==> src/rtl/fetch_queue_pkg.sv <==
// Shared constants for the fetch queue: default depth and bus widths.
package fetch_queue_pkg;

  localparam int unsigned FQ_DEPTH  = 4;
  localparam int unsigned FQ_ADDR_W = 64;
  localparam int unsigned FQ_INST_W = 32;

endpackage

==> src/rtl/fetch_queue_ptr.sv <==
// fq_ptr: wrapping pointer register with increment enable and synchronous clear.
//   clk, rst  : clock, async active-high reset (pointer -> 0)
//   clr_i     : return pointer to 0 on the next edge (has priority over inc_i)
//   inc_i     : advance pointer by one, wrapping modulo DEPTH
//   ptr_o     : current pointer value
module fq_ptr
  import fetch_queue_pkg::*;
#(
  parameter int unsigned DEPTH = FQ_DEPTH,
  parameter int unsigned PTR_W = $clog2(DEPTH)
) (
  input  logic             clk,
  input  logic             rst,
  input  logic             clr_i,
  input  logic             inc_i,
  output logic [PTR_W-1:0] ptr_o
);

  logic [PTR_W-1:0] ptr_d, ptr_q;

  // DEPTH is a power of two, so natural roll-over of the PTR_W-bit add is the wrap.
  always_comb begin
    ptr_d = ptr_q;
    if (clr_i) begin
      ptr_d = '0;
    end else if (inc_i) begin
      ptr_d = ptr_q + PTR_W'(1);
    end
  end

  always_ff @(posedge clk or posedge rst) begin
    if (rst) begin
      ptr_q <= '0;
    end else begin
      ptr_q <= ptr_d;
    end
  end

  assign ptr_o = ptr_q;

endmodule

==> src/rtl/fetch_queue.sv <==
// fetch_queue: in-order instruction buffer between icache response and decode.
//   clk, rst                         : clock, async active-high reset
//   flush_i                          : branch redirect, drop all queued entries
//   resp_valid_i/resp_pc_i/resp_inst_i : icache response to enqueue
//   deq_ready_i                      : decode consumes the head entry
//   deq_valid_o/deq_pc_o/deq_inst_o  : head entry presented to decode
//   block_o                          : ask PC stage to hold (one slot of margin)
//   count_o                          : current occupancy
//   overflow_o                       : sticky, a response was dropped while full
module fetch_queue
  import fetch_queue_pkg::*;
#(
  parameter int unsigned DEPTH  = FQ_DEPTH,
  parameter int unsigned ADDR_W = FQ_ADDR_W,
  parameter int unsigned INST_W = FQ_INST_W
) (
  input  logic                      clk,
  input  logic                      rst,
  input  logic                      flush_i,
  input  logic                      resp_valid_i,
  input  logic [ADDR_W-1:0]         resp_pc_i,
  input  logic [INST_W-1:0]         resp_inst_i,
  input  logic                      deq_ready_i,
  output logic                      deq_valid_o,
  output logic [ADDR_W-1:0]         deq_pc_o,
  output logic [INST_W-1:0]         deq_inst_o,
  output logic                      block_o,
  output logic [$clog2(DEPTH):0]    count_o,
  output logic                      overflow_o
);

  localparam int unsigned PTR_W = $clog2(DEPTH);
  localparam int unsigned CNT_W = PTR_W + 1;
  localparam int unsigned ENT_W = ADDR_W + INST_W;

  logic [PTR_W-1:0] head, tail;
  logic [CNT_W-1:0] count_d, count_q;
  logic             overflow_d, overflow_q;
  logic [ENT_W-1:0] mem_d [DEPTH];
  logic [ENT_W-1:0] mem_q [DEPTH];

  logic full, deq_fire, enq_fire, drop;

  assign full        = (count_q == CNT_W'(DEPTH));
  assign deq_valid_o = (count_q != '0) & ~flush_i;
  assign deq_fire    = deq_valid_o & deq_ready_i;
  // A dequeue in the same cycle frees the slot, so a full queue still accepts.
  assign enq_fire    = resp_valid_i & ~flush_i & (~full | deq_fire);
  assign drop        = resp_valid_i & ~flush_i & full & ~deq_fire;

  fq_ptr #(.DEPTH(DEPTH), .PTR_W(PTR_W)) u_head_ptr (
    .clk   (clk),
    .rst   (rst),
    .clr_i (flush_i),
    .inc_i (deq_fire),
    .ptr_o (head)
  );

  fq_ptr #(.DEPTH(DEPTH), .PTR_W(PTR_W)) u_tail_ptr (
    .clk   (clk),
    .rst   (rst),
    .clr_i (flush_i),
    .inc_i (enq_fire),
    .ptr_o (tail)
  );

  // Occupancy, sticky overflow and storage write (flush does not clear data).
  always_comb begin
    count_d    = count_q;
    overflow_d = overflow_q | drop;
    mem_d      = mem_q;
    if (flush_i) begin
      count_d = '0;
    end else if (enq_fire && !deq_fire) begin
      count_d = count_q + CNT_W'(1);
    end else if (deq_fire && !enq_fire) begin
      count_d = count_q - CNT_W'(1);
    end
    if (enq_fire) begin
      mem_d[tail] = {resp_pc_i, resp_inst_i};
    end
  end

  always_ff @(posedge clk or posedge rst) begin
    if (rst) begin
      count_q    <= '0;
      overflow_q <= 1'b0;
      for (int i = 0; i < DEPTH; i++) begin
        mem_q[i] <= '0;
      end
    end else begin
      count_q    <= count_d;
      overflow_q <= overflow_d;
      for (int i = 0; i < DEPTH; i++) begin
        mem_q[i] <= mem_d[i];
      end
    end
  end

  assign deq_pc_o   = mem_q[head][ENT_W-1 -: ADDR_W];
  assign deq_inst_o = mem_q[head][INST_W-1:0];
  assign block_o    = (count_q >= CNT_W'(DEPTH - 1)) & ~flush_i;
  assign count_o    = count_q;
  assign overflow_o = overflow_q;

endmodule
==> config.mk <==
export PLATFORM = sky130hd
export DESIGN_NAME = fetch_queue
export DESIGN_NICKNAME = d
export VERILOG_FILES = /design/src/rtl/fetch_queue_pkg.sv /design/src/rtl/fetch_queue_ptr.sv /design/src/rtl/fetch_queue.sv
export SDC_FILE = /design/constraint.sdc
export NUM_CORES = 1
export LEC_CHECK = 0
export CORE_UTILIZATION = 50
export DETAILED_ROUTE_END_ITERATION = 8
export GPL_ROUTABILITY_DRIVEN = 0
export PLACE_DENSITY = 0.79
export SYNTH_ARGS = -nofsm -noshare
export SYNTH_HDL_FRONTEND = slang
export SYNTH_SLANG_ARGS = --single-unit
==> constraint.sdc <==
create_clock -name clk -period 16.5 [get_ports clk]
set_input_delay 1.65 -clock clk [delete_from_list [all_inputs] [get_ports clk]]
set_output_delay 1.65 -clock clk [all_outputs]
set_load 0.03 [all_outputs]
**Word-level counts from Yosys, hierarchy flattened**

Index checks and enable logic that the tools add are counted.
W data, S select, Z words.

- $add $sub $neg: 4
- $mul: 0
- Div/mod/pow operators: 0
- Magnitude comparators: 4
- Eq/ne operators: 1
- Shift-type cells: 0
- Muxes and demuxes: 13
- Bitwise gates (word level): 14
- Reduce and logical (&&, ||, !) cells: 9

Operators by type and width:

| operator | count |
|---|---|
| $bwmux W384 | 1 |
| $mux W96 | 3 |
| $bmux W96 S2 | 1 |
| $demux W96 S2 | 1 |
| $mux W3 | 3 |
| $mux W2 | 4 |
| $and A1 B1 Y1 | 7 |
| $ge A3 B3 Y1 const B | 2 |
| $not A2 Y3 | 2 |
| $reduce_bool A3 Y1 | 2 |
| $add A2 B1 Y2 const B | 2 |
| $reduce_bool A2 Y1 | 2 |
| $add A3 B1 Y3 const B | 1 |
| $eq A3 B3 Y1 const B | 1 |
| $ge A3 B2 Y1 const B | 1 |
| $logic_and A1 B1 Y1 | 3 |
| $lt A3 B1 Y1 const B | 1 |
| $not A1 Y1 | 3 |
| $sub A3 B1 Y3 const B | 1 |
| $logic_not A1 Y1 | 2 |
| $or A1 B1 Y1 | 2 |

- Bits in registers: 392
- Bits in latches: 0
- Bits in writable memories: 0
- Bits in read-only memories: 0
- Output and inout port bits: 102
- Memories: 0

**Logic depth before layout (Yosys ltp)**

- Depth after elaboration: 10
- Gate-level depth with buffers: 8
- Mapped depth without buffers: 6

**Cells and area by module**

From an unflattened synthesis, not the netlist that was laid out.

- Cells, all modules: 981
- Area total of the unflattened synthesis: 17519.3 um^2

Modules (own cells, without submodules):

| module | times used | cells each | area an instance (um^2) | seq. area each (um^2) |
|---|---|---|---|---|
| fetch_queue | 1 | 965 | 17334.1 | 9709.3 |
| fq_ptr | 2 | 8 | 92.6 | 50.0 |

**Least setup slack after synthesis**

No wires, ideal clock.

- Path type: input to output
- Start point: input flush_i
- End point: output block_o
- Arrival: 2.259 ns
- Data required time: 14.850 ns
- Path slack: 12.591 ns
- Stages: 2
- Path through: clkbuf_1 -> nor2_1

- Longest elaborated chain between the ends: 2

RTL lines:

| what | RTL line | source |
|---|---|---|
| start: declaration | fetch_queue.sv:19 | `input logic flush_i,` |
| $not A1 Y1 | fetch_queue.sv:102 | `assign block_o = (count_q >= CNT_W'(DEPTH - 1)) & ~flush_i;` |
| $and A1 B1 Y1 | fetch_queue.sv:102 |  |
| end: declaration | fetch_queue.sv:27 | `output logic block_o,` |

Every way passes these cells.

**Worst setup path after layout**

- Start point: register u_head_ptr.ptr_q[0], in the netlist u_head_ptr.ptr_o[0]
- End point: output deq_pc_o[12]

- Longest elaborated chain between the ends: 4

RTL lines:

| what | RTL line | source |
|---|---|---|
| start: declaration | fetch_queue_ptr.sv:19 | `logic [PTR_W-1:0] ptr_d, ptr_q;` |
| start signal: assignment | fetch_queue_ptr.sv:35 | `ptr_q <= ptr_d;` |
| $not A2 Y3 (not written as such) | fetch_queue.sv:100 | `assign deq_pc_o = mem_q[head][ENT_W-1 -: ADDR_W];` |
| $bmux W96 S2 | fetch_queue.sv:100 |  |
| $mux W96 (2 in a row) | - |  |
| end: declaration | fetch_queue.sv:25 | `output logic [ADDR_W-1:0] deq_pc_o,` |

Every way passes these cells. The select of a mux whose other input is x is not followed.

==> summary.md <==
| Metric | Value |
|---|---|
| RSZ-0062 raised after global routing | no |
| Hold path depth | 1 |
| Max Clk Rate | between 0.15 and 0.2 GHz |
| Pleak | 0.008919 uW |
| Fillers | around 2.5k |
| I/O Buffers | slightly above 200 |
| Cell Pwr Density | ~190 nW/um2 |
| Post-CTS Setup Bufs | 0 |
| Max cap viols | 0 |
| Antenna viol nets, final | 0 |
| YS warnings | 0 |
| Clk buf depth | 3 |
| CTS Root Cell | clkbuf_16 |
| Hold Violations, Final | 0 |
| Synthesized instance count | between 900 and 1k |
| CTS Sinks | roughly 390 |
| Commonest non-fill, non-tap cell in the layout | dfrtp_1 |
| Relative slew slack | 31.09% |
| Wirelength per Cell | ~21 um |
| Post-CTS Resized | 0 |
| Setup_tns | 0 ns |
| Area Overhead vs Synth | 19.29% |
| DRT iter0 DRCs | 469 |
| DRC Markers | 0 |
| Grt ovf | 0 |
| Initial antenna violation count | 6 |
| CP max stage cell | dfrtp_4 |
| Via count | about 9.4k |
| Worst-Margin Slew | approximately 1.0 ns |
| Critical path type | reg -> out |
| Setup crit start kind | flip-flop |
| Seq/Total Area, Yosys | 56.49% |
| Synthesized area | between 15000 and 20000 um2 |
| Crit path time final | roughly 5.4 ns |
| Worst vdd ir | ~120 uV |
| Hold buffers post-CTS | 0 |
| CTS tree | done |
| Critical Path RT | approximately 15 ns |
| Ys flop type | dfrtp_1 |
| Worst Hold Class | reg -> reg |
| Vias per cell | roughly 5.7 |
| R2R cell count | 4 |
| Dpl hpwl | between 20000 and 25000 um |
| Depth of the CTS H-tree | 2 |
| Core Rows | 67 |
| CP max stage delay | 1.07 ns |
| Main combinational cell family by area after synthesis | multiplexers |
| # nets final | between 1k and 1.5k |
| Multiplexer share of the synthesized area | between 30% and 40% |
| Reg area | between 9000 and 10000 um2 |
| Library cells used by synthesis | 40 |
| Post-route clock skew | approximately 0.016 ns |
| Reg clk slew, reported paths | ~0.060 ns |
| DIE AREA | about 35000 um2 |
| Final setup violation count | 0 |
| Crit path arrival time | approximately 3.8 ns |
| First-pass GRT wire length | 58500 um |
| Post-Syn Nets | about 1.1k |
| Simple-gate area share of the yosys netlist | about 1.0% |
| Final instance area | 20710 um2 |
| CP Depth | 3 |
| CP Cell Sequence | buf_4 > mux4_2 > clkdlybuf4s50_1 |
| Die span in y | roughly 190 um |
| Syn avg cell area | around 17 um2 |
| Synth Area in XOR/XNOR | 0.2018% |
| EDFF count, synth | 0 |
| Top Family by Delay on Critical Path | buffers and inverters |
| Status | finished, final reports clean |
| Total CTS buffers | between 40 and 50 |
| Initial DRT Pass Iterations | 4 |
| Area occupied by multi-input gates | approximately 6900 um2 |
| Largest fanout on the critical path | 53 |
| Max-slew violation count | 0 |
| Crit. End Element | primary output |
| Total Power | slightly below 4000 uW |
| Crit path buf inv count | 2 |
| Die width | around 190 um |
| Pin count of the biggest net entering global routing | roughly 190 |
| Starting density of the core | between 50% and 60% |
| Period utilization | about a third |
| Synth Area in Adders | less than 1% |
| Compound-Gate Fraction of Synth Area | less than 1% |
| Worst-Skew Late Latency | 0.53 ns |
| GRT Total Usage | about a fifth |
| Most frequent cells in the layout | dfrtp_1, mux2_2, clkdlybuf4s50_1, mux2_1, mux4_2 |
| # IOs | ~200 |
| Yosys reg bits | slightly below 400 |
| Asr flop ratio synth | 100.0% |
| Cell Area, Placed | between 15000 and 20000 um2 |
| Core Area | roughly 34000 um2 |
| Final WL | ~36000 um |
| Via count of the first global-routing pass | between 10k and 15k |
| Share of cells above drive strength 1 | ~33% |
## worst reg2reg max path, delay by kind of cell (launching register included)
kind          cells  cell delay, ns
simple gates      2            1.56
flops             1            0.52
mux               1            0.46
buf+inv           1            0.81
## area by class of cell
class	instances	area share (%)
antenna	3	0.03624
tap	448	2.706
sequential	392	47.39
clock buffer	68	5.932
inverter	6	0.1450
multi-input combinational	529	33.26
timing repair buffer	210	10.11
clock inverter	8	0.4168
## per-stage QoR
step	util [%]	hold WS, ns	cells	worst slack (ns)
after global placement	57.26	0.4607	1585	11.36
after detailed placement	57.26	0.4570	1585	11.25
after global routing	61.16	0.4889	1664	10.77
after CTS	61.14	0.4750	1661	10.92
final	61.16	0.4748	1664	11.05
after floorplan	-	0.4587	997	3.952
## power breakdown
part           total [uW]  switching [uW]  internal [uW]
Clock                 893             367            526
Combinational        1480             695            782
Sequential           1540             216           1320
Total                3910            1280           2630
## routing by layer
| layer | routed length, um | global-route usage, % | up-vias |
|---|---|---|---|
| li1 | - | - | 4103 |
| met1 | 14970 | 27.91 | 5037 |
| met2 | 17480 | 33.98 | 227 |
| met3 | 2357 | 5.346 | 54 |
| met4 | 745 | 6.390 | 6 |
| met5 | 30 | 0 | - |
## cell families (layout without fill, tap and decap cells)
group / after synthesis / after routing
xor+xnor: 4 / 4
mux: 480 / 480
simple gates: 24 / 24
flops: 392 / 392
fa+ha+maj: 5 / 5
other cells: 0 / 3
compound gates: 16 / 16
buf+inv: 76 / 292
## path summary, 6_finish.rpt
path	from	slack [ns]	end
max	u_head_ptr.ptr_o[0]	11.05	deq_pc_o[12]
min	overflow_o	0.47	overflow_o
max reg2reg	count_o[0]	13.05	mem_q[236]
min reg2reg	overflow_o	0.47	overflow_o
max in group asynchronous	rst	13.18	mem_q[40]
min in group asynchronous	rst	1.68	mem_q[228]
## sequential cells by signal, indices dropped and copies added, names as in the netlist
register          flops
count_o               3
mem_q               384
overflow_o            1
u_head_ptr.ptr_o      2
u_tail_ptr.ptr_o      2
## synth_stat cells (2+ instances only)
library cell  instances  area [um2]
nand3_1               3       15.01
o2111ai_1             2       17.52
xor2_1                3       26.28
mux2_1              160        1802
nand2b_1              2       12.51
nand3_4               4       70.07
ha_1                  4       50.05
nor2_1                6       22.52
a211oi_1              2       15.01
buf_4                20       150.1
a21oi_1               3       15.01
buf_1                 9       33.78
buf_2                 6       30.03
mux4_2               96        2162
buf_12               13       260.3
nand2_1               2       7.510
inv_1                 6       22.52
dfrtp_1             392        9809
clkbuf_1             14       52.55
mux2_2              224        2522
buf_8                 7       105.1
Note: power is estimated with default switching activity, not from simulation.
